**config.mk**
```make
export PLATFORM = sky130hd
export DESIGN_NAME = feed_arbiter
export DESIGN_NICKNAME = d
export VERILOG_FILES = /design/src/rtl/feed_arbiter.sv
export SDC_FILE = /design/constraint.sdc
export NUM_CORES = 1
export LEC_CHECK = 0
export ABC_AREA = 1
export CAP_MARGIN = 15
export CORE_AREA = 3 3 197 199
export CTS_BUF_LIST = sky130_fd_sc_hd__clkbuf_2
export DETAILED_ROUTE_END_ITERATION = 7
export DIE_AREA = 0 0 200 202
export PLACE_DENSITY = 0.58
export SETUP_SLACK_MARGIN = 0.02
export SLEW_MARGIN = 20
export SYNTH_ARGS = -nofsm -noshare
export SYNTH_HDL_FRONTEND = slang
export SYNTH_SLANG_ARGS = --single-unit
```
**constraint.sdc**
```tcl
create_clock -name clk -period 2.9 [get_ports clk]
set_input_delay 0.58 -clock clk [delete_from_list [all_inputs] [get_ports clk]]
set_output_delay 0.58 -clock clk [all_outputs]
set_load 0.05 [all_outputs]
```
**src/rtl/feed_arbiter.sv**
```systemverilog
// feed_arbiter: packet-granular round-robin merge of NUM_PORTS AXI-stream feeds onto the shared filter input.
// Grant is held from the first beat through the accepted tlast beat; per-port packet counters saturate.
module feed_arbiter #(
   parameter int NUM_PORTS  = 4,
   parameter int DATA_WIDTH = 64,
   parameter int CNT_WIDTH  = 32,
   localparam int GW = (NUM_PORTS > 1) ? $clog2(NUM_PORTS) : 1
) (
   input  logic                              clk,
   input  logic                              rst,
   input  logic [NUM_PORTS-1:0]              port_enable,
   input  logic [NUM_PORTS*DATA_WIDTH-1:0]   slave_tdata,
   input  logic [NUM_PORTS*DATA_WIDTH/8-1:0] slave_byteEnable,
   input  logic [NUM_PORTS-1:0]              slave_tvalid,
   input  logic [NUM_PORTS-1:0]              slave_tlast,
   output logic [NUM_PORTS-1:0]              slave_tready,
   output logic [DATA_WIDTH-1:0]             master_tdata,
   output logic [DATA_WIDTH/8-1:0]           master_byteEnable,
   output logic                              master_tvalid,
   output logic                              master_tlast,
   input  logic                              master_tready,
   output logic [GW-1:0]                     grant_id,
   output logic                              busy,
   output logic [NUM_PORTS*CNT_WIDTH-1:0]    pkt_count
);
   localparam int BW = DATA_WIDTH/8;
   typedef enum logic {IDLE, LOCKED} state_t;
   state_t               r_state, w_next;
   logic [GW-1:0]        r_grant, r_last, w_pick;
   logic [CNT_WIDTH-1:0] r_cnt [NUM_PORTS];
   logic [NUM_PORTS-1:0] w_req;
   logic                 w_done;
   int                   w_best;

   assign w_req    = slave_tvalid & port_enable;
   assign w_done   = master_tvalid & master_tready & master_tlast;
   assign grant_id = r_grant;
   assign busy     = r_state == LOCKED;

   // distance 0 is the port just after last_grant; the nearest requester wins
   always_comb begin
      w_pick = '0;
      w_best = NUM_PORTS;
      for (int i = 0; i < NUM_PORTS; i++)
         if (w_req[i] && (i + NUM_PORTS - 1 - int'(r_last)) % NUM_PORTS < w_best) begin
            w_best = (i + NUM_PORTS - 1 - int'(r_last)) % NUM_PORTS;
            w_pick = GW'(i);
         end
   end

   always_comb begin
      master_tdata      = '0;
      master_byteEnable = '0;
      master_tvalid     = 1'b0;
      master_tlast      = 1'b0;
      slave_tready      = '0;
      for (int i = 0; i < NUM_PORTS; i++)
         if (busy && r_grant == GW'(i)) begin
            master_tdata      = slave_tdata[i*DATA_WIDTH +: DATA_WIDTH];
            master_byteEnable = slave_byteEnable[i*BW +: BW];
            master_tvalid     = slave_tvalid[i];
            master_tlast      = slave_tlast[i];
            slave_tready[i]   = master_tready;
         end
   end

   always_comb w_next = (r_state == IDLE) ? ((|w_req) ? LOCKED : IDLE) : (w_done ? IDLE : LOCKED);

   always_ff @(posedge clk or negedge rst) begin
      if (!rst) begin
         r_state <= IDLE;
         r_grant <= '0;
         r_last  <= GW'(NUM_PORTS - 1);
      end else begin
         r_state <= w_next;
         if (r_state == IDLE && |w_req) r_grant <= w_pick;
         if (w_done) r_last <= r_grant;
      end
   end

   always_ff @(posedge clk or negedge rst) begin
      if (!rst) r_cnt <= '{default: '0};
      else
         for (int i = 0; i < NUM_PORTS; i++)
            if (w_done && r_grant == GW'(i) && r_cnt[i] != '1) r_cnt[i] <= r_cnt[i] + 1'b1;
   end

   for (genvar g = 0; g < NUM_PORTS; g++) begin : g_cnt
      assign pkt_count[g*CNT_WIDTH +: CNT_WIDTH] = r_cnt[g];
   end
endmodule

```
==> flow_metrics.tcl, run 1 <==
set metrics [dict create \
    dp_hpwl_mm 52.0 \
    path_cells "buf_12 -> nand2_4 -> nor2_4 -> buf_12 -> buf_6 -> buf_12 -> nand2_1 -> nand4_1 -> buf_12" \
    start_kind "flop" \
    finalCritPeriodShare 1.06 \
    ys_ff_latch 133 \
    ios 512 \
    area.growth.synth_to_final_pct 79.6 \
    drive_gt1_frac 0.145 \
    die_h_um 202 \
    crit_top_cell "buf_12" \
    async_flop_share 1.00 \
    peakVddDrop_mv 0.874 \
    max_freq_mhz 324 \
    grt_first_pass_wirelength_mm 95.0 \
    grt_max_degree 59 \
    start_util 0.287 \
    synth_edf_count 0 \
    hold_violations 0 \
    yosys.cell_types.count 28 \
    status "finished with violations" \
    rsz0062_at_grt "yes" \
    cp-endpoint "master_tdata[34]" \
    skew_ps 88.2 \
    insertion_delay_ps 770 \
    die_x_um 200 \
    clk_path_buf_depth 2 \
    rr_startpoint "r_last[1]" \
    top_usage_layer "met2" \
    grt_pass1_vias 14100 \
    layout_min_cycle_time_ps 3090 \
    timing_worst_setup_path_type "reg2out" \
    r2r_end "grant_id[1]" \
    path_depth 9 \
    synth_top_cells_by_count "899 x nand2_1, 193 x nor2_1, 159 x nand4_1, 131 x dfrtp_1, 87 x nand3_1" \
    core_mm2 0.0374 \
    drt_first_iter_violations 1150 \
    yosysTopAreaCell "nand2_1" \
    syn_area_mm2 0.0107 \
    stdcell_area_mm2 0.0193 \
    cpLargestDelayFamily "buffers and inverters" \
    synth_cells 1772 \
    yosysSeqAreaShare 0.311 \
    syn_nets 2082 \
    violations "design-rule violations, negative setup slack" \
    cts_sinks 133 \
    grt_util_met1 0.392 \
    synthFlopType "dfrtp_1" \
    required_ps 2320 \
    reg2reg_slack_ps 80 \
    p_per_area_mw_per_mm2 847 \
    cts-root-buf "clkbuf_2" \
    crit_fanout 13 \
    dp_slack_ps -672 \
    routedWlPerCell_um 23.3 \
    wl_mm 67.2 \
    tightest_slew_ps 769 \
    post_dp_cell_area_mm2 0.0174 \
    cts.reportedPaths.clkPinSlew_ps 290 \
    leakagePower_uw 0.00860 \
    synth_top_area_frac 0.315 \
    numCtsBuffers 17 \
    num_rows 71 \
    final_antenna_net_count 0 \
    hp-class "in2async" \
    io_buffer_count 511 \
    drtPass1Iterations 8 \
    timing.final.max_slew_violations 0 \
    fin_hold_ws_ps 291 \
    worst_path_largest_cell_delay_ps 500 \
    gp_congestion 0.971 \
    h-tree-depth 4 \
    drv_cap 0 \
    reg2reg_depth 21 \
    viasPerCell 5.09 \
    setup_slack_ps -185 \
    endpoint_kind "output port" \
    crit_buf_inv 5 \
    slew_headroom 0.487 \
    synth.most_common_cell "nand2_1" \
    die_area_mm2 0.0404 \
    startpoint "grant_id[0]" \
    grt_util_met2 0.534 \
    grtUsageMet3 0.0758 \
    cp_slowest_cell "dfrtp_2" \
    grtUsageTotal 0.321 \
    grt_antenna_before_repair 35 \
    worstPathArrival_ps 2510 \
    drc 2 \
    final_nets 2649 \
    yosysWarnings 0 \
    grt_overflow_total 0 \
    setup_violations 67 \
    cts_tree "built" \
    synth_area_leaders "nand2_1 31%, dfrtp_1 31%, nand4_1 9.3%, nor2_1 6.8%, xor2_1 4.5%" \
    vias 14700 \
    synth.avg_cell_area_um2 6.05 \
]
[layout by cell type, fill, tap and decap left out, types with 5 or more instances in the layout]
master / instances
nand2_1: 804
clkdlybuf4s50_1: 413
nor2_1: 190
nand4_1: 159
dfrtp_1: 128
buf_12: 101
nand3_1: 85
nand2_2: 62
buf_4: 57
inv_1: 55
xor2_1: 55
nand3b_1: 35
nand2_4: 31
xnor2_1: 23
nor3_1: 22
diode_2: 21
clkbuf_2: 17
buf_6: 15
dlymetal6s2s_1: 12
buf_16: 11
inv_6: 8
ha_1: 7
dlygate4sd2_1: 7
o21ai_1: 5
[cell families after synthesis]
family / count (synthesis) / synth area share
AND/OR/NAND/NOR: 1404 / 0.557
AO/OA/AOI/OAI: 15 / 0.00759
flip-flops: 133 / 0.311
adder cells (fa/ha/maj): 7 / 0.00817
buffers and inverters: 134 / 0.0523
XOR/XNOR: 79 / 0.0646
[repair_timing]
| item | CTS | global route |
|---|---|---|
| pin swaps | 31 | 49 |
| buffers inserted | 34 | 17 |
| resized for setup | 113 | 114 |
| setup endpoints to repair | 83 | 88 |
| cloned | 15 | 4 |
| hold endpoints to repair | 55 | 0 |
| hold buffers | 1 | 0 |
[report_power, final]
group          switching [µW]  internal, µW
Clock                     855           334
Sequential                181          1960
Combinational            7340          5640
Total                    8370          7940
[through the flow]
stage	power [µW]	util	setup TNS, ps	instances
2_1_floorplan	7150	-	0	1772
3_3_place_gp	13000	0.466	-1290	2769
3_5_place_dp	13100	0.466	-1340	2769
4_1_cts	15900	0.500	-9820	2851
5_1_grt	16800	0.514	-16720	2877
6_report	16300	0.515	-5730	2884
[worst min path at each step]
stage / start / to / slack, ps / cells after the start
6_report: rst / pkt_count[53] / 290 / 2
3_5_place_dp: pkt_count[127] / pkt_count[127] / 540 / 2
5_1_grt: rst / pkt_count[53] / 290 / 2
4_1_cts: rst / pkt_count[61] / 270 / 2
3_3_place_gp: pkt_count[127] / pkt_count[127] / 530 / 2
2_1_floorplan: rst / busy / 280 / 0
[metal layers]
layer	share of wire	wire length (µm)	up-vias
met5	0.0022	150	-
met4	0.054	3650	22
met3	0.073	4900	138
met2	0.48	32000	672
met1	0.39	26500	6921
li1	-	-	6924
[area by class of cell]
class	instances	area, µm²
diodes	21	52.6
well taps	511	639
inverters	58	225
fillers	3778	18100
repair buffers	624	7440
clock inverters	15	141
flip-flops and latches	133	3330
multi-input cells	1505	7330
clock buffers	17	85.1
[sequential cells by signal, indices dropped and copies added (netlist names)]
register and flops:
busy 1, grant_id 2, pkt_count 128, r_last 2
(Power assumes the default switching activity.)
==> inputs of run 2 (changes only) <==
CORE_AREA = 2 2 201 203   (was 3 3 197 199)
DIE_AREA = 0 0 203 205   (was 0 0 200 202)
PLACE_DENSITY = 0.55   (was 0.58)
REMOVE_ABC_BUFFERS = 1   (was unset)
==> flow_metrics.tcl, run 2 (synthesis gave the netlist of run 1 again) <==
set metrics [dict create \
    hp-class "in2async" \
    num_rows 73 \
    max_freq_mhz 321 \
    tightest_slew_ps 657 \
    insertion_delay_ps 780 \
    drtPass1Iterations 5 \
    die_h_um 205 \
    final_antenna_net_count 0 \
    die_area_mm2 0.0416 \
    skew_ps 31.4 \
    cts_tree "built" \
    hold_violations 0 \
    start_kind "flop" \
    dp_slack_ps -588 \
    p_per_area_mw_per_mm2 878 \
    setup_slack_ps -220 \
    grt_first_pass_wirelength_mm 97.1 \
    vias 14800 \
    final_nets 2659 \
    numCtsBuffers 17 \
    leakagePower_uw 0.00893 \
    final_common_cell "nand2_1" \
    layout_min_cycle_time_ps 3120 \
    reg2reg_slack_ps 120 \
    grtUsageTotal 0.319 \
    required_ps 2320 \
    grt_pass1_vias 13900 \
    slew_headroom 0.561 \
    status "finished with violations" \
    io_buffer_count 511 \
    post_dp_cell_area_mm2 0.0174 \
    drive_gt1_frac 0.151 \
    timing.final.max_slew_violations 0 \
    r2r_end "grant_id[0]" \
    multi_input_area_mm2 0.00736 \
    dp_hpwl_mm 51.2 \
    h-tree-depth 4 \
    gp_congestion 0.948 \
    worst_path_largest_cell_delay_ps 440 \
    start_util 0.272 \
    grt_max_degree 65 \
    ios 512 \
    grt_overflow_total 0 \
    final_cell_mix "798 x nand2_1, 403 x clkdlybuf4s50_1, 190 x nor2_1" \
    cts-root-buf "clkbuf_2" \
    cts_sinks 133 \
    core_mm2 0.0394 \
    nFillCells 3916 \
    die_x_um 203 \
    path_cells "buf_6 -> nor3_4 -> buf_6 -> buf_12 -> buf_12 -> nand2_4 -> nand4_1 -> buf_12" \
    peakVddDrop_mv 0.391 \
    routedWlPerCell_um 24.2 \
    wl_mm 70.0 \
    cp_slowest_cell "dfrtp_1" \
    power_uw 17200 \
    worstPathArrival_ps 2540 \
    cts.reportedPaths.clkPinSlew_ps 220 \
    seq_area_mm2 0.00333 \
    largest_reg_flops 128 \
    rsz0062_at_grt "yes" \
    area.growth.synth_to_final_pct 83.4 \
    rr_startpoint "r_last[1]" \
    finalCritPeriodShare 1.08 \
    grt_antenna_before_repair 36 \
    drv_cap 0 \
    fin_hold_ws_ps 290 \
    endpoint_kind "output port" \
    crit_fanout 5 \
    drc 0 \
    violations "negative setup slack" \
    timing_worst_setup_path_type "reg2out" \
    setup_violations 74 \
    stdcell_area_mm2 0.0197 \
    crit_top_cell "buf_12" \
    clk_path_buf_depth 2 \
    viasPerCell 5.09 \
    reg2reg_depth 21 \
    drt_first_iter_violations 1330 \
]
run 2: changes by cell type in the layout (fill, tap and decap cells not counted), moves of 3 or more:
cell and delta:
nand2_2 +8, clkbuf_16 +8, clkdlybuf4s50_1 -10, buf_12 +3, nand2_8 -3, inv_6 -7, diode_2 -7, dlymetal6s2s_1 +11
nand2_1 -6, buf_4 -5
run 2: how the worst max path moves through the flow:
| stage | start | endpoint | slack, ps | depth (start not counted) |
|---|---|---|---|---|
| 6_report | grant_id[1] | master_tdata[20] | -220 | 8 |
| 5_1_grt | grant_id[1] | master_tdata[20] | -330 | 8 |
| 4_1_cts | grant_id[0] | master_tdata[12] | -240 | 11 |
| 3_5_place_dp | port_enable[0] | grant_id[1] | -590 | 22 |
| 3_3_place_gp | port_enable[0] | grant_id[0] | -560 | 22 |
| 2_1_floorplan | busy | pkt_count[54] | -4780 | 9 |
run 2: area by class of cell:
| type | instances | share of cell area |
|---|---|---|
| inverter | 58 | 0.0117 |
| clock inverter | 14 | 0.00828 |
| timing repair buffer | 634 | 0.396 |
| tap | 525 | 0.0334 |
| sequential | 133 | 0.170 |
| clock buffer | 17 | 0.00433 |
| multi-input combinational | 1505 | 0.375 |
| antenna | 14 | 0.00178 |
run 2: timing repair:
action                                  in CTS  in global routing
hold buffers                                 1                  0
gates cloned                                20                 13
hold endpoints to repair                    47                  0
pin swaps                                   54                 73
setup buffers                               33                 23
endpoints found under the setup margin      81                102
resized for setup                           75                164
run 2: layer usage:
layer	routed length, µm	global-route usage	up-vias
met3	8040	0.150	108
met1	28100	0.392	7087
met5	253	0	-
met4	1460	0.0639	40
li1	-	-	6921
met2	32200	0.510	613
run 2: critical path: cells and delay by family (launching register included):
family / cells / cell delay [ps]
simple gates: 3 / 530
flops: 1 / 440
buf+inv: 5 / 780
run 2: power breakdown:
group	internal (µW)	switching, µW
combinational	6190	7690
clock	471	797
sequential	1960	138
total	8630	8620
run 2: metrics by stage:
| stage | TNS [ps] | instances | util |
|---|---|---|---|
| CTS | -13920 | 2858 | 0.476 |
| global route | -20230 | 2892 | 0.499 |
| floorplan | -797240 | 1696 | - |
| finish | -9580 | 2900 | 0.499 |
| detailed placement | -1170 | 2773 | 0.441 |
| global placement | -1110 | 2773 | 0.441 |
==> edit 1: new RTL, config.mk and constraints of run 2 <==
Set the parameter `CNT_WIDTH` to 36 (it was 32).
--- a/src/rtl/feed_arbiter.sv
+++ b/src/rtl/feed_arbiter.sv
@@ -4,5 +4,5 @@
    parameter int NUM_PORTS  = 4,
    parameter int DATA_WIDTH = 64,
-   parameter int CNT_WIDTH  = 32,
+   parameter int CNT_WIDTH  = 36,
    localparam int GW = (NUM_PORTS > 1) ? $clog2(NUM_PORTS) : 1
 ) (
Ports: changed (resized pkt_count); port bits go from 512 to 528. The function was not compared with the original's and may differ.
==> edit 1 against run 2 <==
The run still ends with setup timing left; cell area up 1.8%; largest cell class unchanged; critical endpoint is now master_tdata[5]; sequential power grew 38%; clock power grew 9%; setup slack gained 0.071 ns; sequential cell count is 16 higher; power rose by 12%; synthesized area rose by 7.9%; non-clock buffer count fell by 9; routed wire length decreased by 4.8%.
==> edit 1: results (changes against run 2) <==
| Metric | Value |
|---|---|
| Number of setup violations in the final report | 71 (was 74) |
| Non-clk bufs | 625 (was 634) |
| Outcome | finished with violations (unchanged) |
| Later-pin clock latency in the skew report | 0.75 ns (was 0.78 ns) |
| Vias in the first global route | 14200 (was 13900) |
| Metal2 WL | 31100 µm (was 32200 µm) |
| Share of the yosys chip area belonging to registers | 32.3% (was 31.1%) |
| CP arrival | 2.47 ns (was 2.54 ns) |
| Post-synthesis xor/xnor area fraction | 9.85% (was 6.46%) |
| Post-cts sizing count | 73 (was 75) |
| Layout fillers | 3874 (was 3916) |
| Placed Cells incl. Taps | 2819 (was 2773) |
| Non-clock buffer share | 37.4% (was 39.6%) |
| Top cells by area, synth | dfrtp_1, nand2_1, nand3_1 (was nand2_1, dfrtp_1, nand4_1) |
| Multi-input gates | 1469 (was 1505) |
| Adder-cell area share of the yosys netlist | 0.758% (was 0.817%) |
| Met3 GRT Util | 8.18% (was 15.0%) |
| Largest net degree at the start of global routing | 56 (was 65) |
| Initial antenna violation count | 18 (was 36) |
| Pleak | 8.53 nW (was 8.93 nW) |
| Failing checks | setup timing (unchanged) |
| Port buffer count | 527 (was 511) |
| Complex-gate fraction of the synthesized area | 2.67% (was 0.759%) |
| Met1 Track Usage GR | 38.7% (was 39.2%) |
| Setup TNS | -4.84 ns (was -9.58 ns) |
| First-pass GRT wire length | 93200 µm (was 97100 µm) |
| Combinational gate power | 15.1 mW (was 13.9 mW) |
| Setup bufs post-CTS | 20 (was 33) |
| Wire per inst | 22.9 µm (was 24.2 µm) |
| All-Layer GR Usage | 30.3% (was 31.9%) |
| Initial DRT Pass Iterations | 7 (was 5) |
| Final worst slack | -0.149 ns (was -0.220 ns) |
| Netlist cell types | 34 (was 28) |
| Critical path's largest stage delay | 0.52 ns (was 0.44 ns) |
| Area occupied by multi-input gates | 0.00741 mm² (was 0.00736 mm²) |
| Flip-flop and latch area | 0.00374 mm² (was 0.00333 mm²) |
edit 1: final timing paths:
kind,from,to,slack (ns),cells past startpoint
worst max-delay path,grant_id[0],master_tdata[5],-0.15,10
worst min-delay path,rst,pkt_count[83],0.32,2
worst max register to register,r_last[1],grant_id[1],-0.01,21
worst min register to register,pkt_count[71],pkt_count[71],0.56,2
max in group asynchronous,rst,pkt_count[70],1.80,3
min in group clk,pkt_count[71],pkt_count[71],0.56,2
edit 1: per-stage QoR:
| step | total power [mW] | util [%] | instance area, µm² | setup WS, ns |
|---|---|---|---|---|
| 2_1_floorplan | 9.15 | - | 11200 | -3.63 |
| 3_3_place_gp | 15.8 | 46.8 | 18400 | -0.834 |
| 3_5_place_dp | 15.8 | 46.8 | 18400 | -0.903 |
| 4_1_cts | 18.6 | 49.3 | 19400 | -0.194 |
| 5_1_grt | 20.0 | 50.8 | 20000 | -0.269 |
| 6_report | 19.3 | 50.8 | 20000 | -0.149 |
==> edit 2: new RTL, settings of run 2 <==
Without the edit above. Reset style: synchronous (`rst`), changed in 2 clocked blocks.
--- a/src/rtl/feed_arbiter.sv
+++ b/src/rtl/feed_arbiter.sv
@@ -67,5 +67,5 @@
    always_comb w_next = (r_state == IDLE) ? ((|w_req) ? LOCKED : IDLE) : (w_done ? IDLE : LOCKED);
 
-   always_ff @(posedge clk or negedge rst) begin
+   always_ff @(posedge clk) begin
       if (!rst) begin
          r_state <= IDLE;
@@ -79,5 +79,5 @@
    end
 
-   always_ff @(posedge clk or negedge rst) begin
+   always_ff @(posedge clk) begin
       if (!rst) r_cnt <= '{default: '0};
       else
Function: not settled (the Yosys comparison gave no result); the edit may change what the design does.
==> edit 2 against run 2 <==
The run still ends with setup timing left; critical path type unchanged; routed wire length fell by 11%; setup slack improved by 0.18 ns; cell area down 7.4%; sequential cell count unchanged; synthesized area down 6.4%; clock skew increased by 0.011 ns; cell count is 3.1% lower.
Power is not compared: it rests on default switching activity, and its combinational part moved more than twofold at a synthesized area within 25%.
==> edit 2: results (changes against run 2) <==
| Metric | Value |
|---|---|
| Top cells by area, synth | nand2_1, dfxtp_1, nand4_1 (was nand2_1, dfrtp_1, nand4_1) |
| CP arrival | 2.36 ns (was 2.54 ns) |
| R2R depth | 21 (unchanged) |
| First-pass GRT wire length | 88900 µm (was 97100 µm) |
| Root Buffer Master | clkbuf_2 (unchanged) |
| Post-synthesis xor/xnor area fraction | 8.73% (was 6.46%) |
| Port buffer count | 511 (unchanged) |
| DR iter-0 viols | 1122 (was 1330) |
| Largest net degree at the start of global routing | 53 (was 65) |
| Worst-Margin Slew | 0.750 ns (was 0.657 ns) |
| Vias in the first global route | 13300 (was 13900) |
| Synth cell count leaders | nand2_1, nor2_1, dfxtp_1 (was nand2_1, nor2_1, nand4_1) |
| Async S/R FF share, synth | 0% (was 100%) |
| Worst r2r dst | grant_id[0] (unchanged) |
| Slowest cell on the critical path | dfxtp_4 (was dfrtp_1) |
| Hold Path Origin | pkt_count[2] |
| Wire per inst | 22.2 µm (was 24.2 µm) |
| Share of cells above drive strength 1 | 13.1% (was 15.1%) |
| Share of the yosys chip area belonging to registers | 26.5% (was 31.1%) |
| Reg2reg start | r_last[0] (was r_last[1]) |
| Outcome | finished with violations (unchanged) |
| CTS max path bufs | 2 (unchanged) |
| Layout fillers | 4025 (was 3916) |
| Final cell count without fillers | 2809 (was 2900) |
| Initial DRT Pass Iterations | 8 (was 5) |
| Failing checks | setup timing (unchanged) |
| Critical path's largest stage delay | 0.41 ns (was 0.44 ns) |
| Vias per std cell | 4.92 (was 5.09) |
| Hold crit path type | reg2reg (was in2async) |
| Syn Area/Cell | 5.84 µm² (was 6.05 µm²) |
| All-Layer GR Usage | 28.9% (was 31.9%) |
| Number of setup violations in the final report | 26 (was 74) |
| Adder-cell area share of the yosys netlist | 0.873% (was 0.817%) |
| Skew final | 0.0420 ns (was 0.0314 ns) |
| Max reg flops | 128 (unchanged) |
| DP Wirelength | 47400 µm (was 51200 µm) |
| Complex-gate fraction of the synthesized area | 7.13% (was 0.759%) |
| Later-pin clock latency in the skew report | 0.75 ns (was 0.78 ns) |
| CP max FO | 9 (was 5) |
| Final worst slack | -0.0428 ns (was -0.220 ns) |
| Nets | 2571 (was 2659) |
| Worst hold path endpoint | pkt_count[2] |
| GPL Wtd Cong | 1.00 (was 0.948) |
| Main flop type after synthesis | dfxtp_1 (was dfrtp_1) |
| Netlist cell types | 35 (was 28) |
| Placed Cells incl. Taps | 2716 (was 2773) |
| Initial antenna violation count | 17 (was 36) |
## edit 2: metal layers
metal  GRT usage [%]  wire [µm]
met2            47.0      28100
met5               0        110
met3            7.40       5240
met1            38.3      27400
met4            6.67       1520
## edit 2: where the power goes
group          leakage [nW]  internal, mW  switching (mW)
sequential             1.07          1.84          0.0122
combinational          5.40          1.12            1.17
clock                 0.149         0.478           0.732
## edit 2: repair_timing
action                     CTS  global route
hold buffers                 0             0
pin swaps                   49            31
buffers inserted            27             9
resized for setup           77            75
cloned                      19             3
setup endpoints to repair   77            79
## edit 2: worst max path at each step
| stage | start | endpoint | slack [ns] | cells after the start |
|---|---|---|---|---|
| 2_1_floorplan | grant_id[0] | pkt_count[113] | -2.66 | 9 |
| 3_3_place_gp | slave_tvalid[0] | grant_id[0] | -0.60 | 21 |
| 3_5_place_dp | slave_tvalid[0] | grant_id[0] | -0.71 | 21 |
| 4_1_cts | grant_id[1] | master_byteEnable[7] | -0.1 | 8 |
| 5_1_grt | grant_id[0] | master_tdata[63] | -0.15 | 8 |
| 6_report | grant_id[0] | master_tdata[63] | -0.04 | 8 |
## edit 2: kinds of logic after synthesis
logic type,count (synthesis)
adders and majority gates,7
buffers and inverters,162
xor gates and xnor gates,100
DFF,133
and+or+nand+nor,1175
AOI/OAI and AO/OA,142
## edit 2: area by class of cell
class / count / area [µm²] / area share (%)
Antenna cell: 10 / 25.0 / 0.137
Clock buffer: 20 / 100 / 0.550
Clock inverter: 12 / 136 / 0.749
Inverter: 80 / 312 / 1.71
Multi-Input combinational cell: 1424 / 7000 / 38.4
Sequential cell: 133 / 2680 / 14.7
Tap cell: 525 / 657 / 3.61
Timing Repair Buffer: 605 / 7300 / 40.1
## edit 2: through the flow
step           setup TNS [ns]  util (%)  hold slack (ns)  area [µm²]  worst slack, ns
2_1_floorplan         -418.93         -            0.504        9650            -2.66
3_3_place_gp            -1.17      42.3            0.480       16600           -0.599
3_5_place_dp            -1.38      42.3            0.489       16600           -0.711
4_1_cts                 -2.12      45.6            0.485       17900          -0.0993
5_1_grt                 -6.25      46.2            0.483       18200           -0.152
6_report               -0.523      46.2            0.510       18200          -0.0428
## edit 2: worst min-delay path, stage by stage, from the launching register on
cell and delay [ns]:
dfxtp_1 0.37, nand2_1 0.07, a21oi_1 0.05
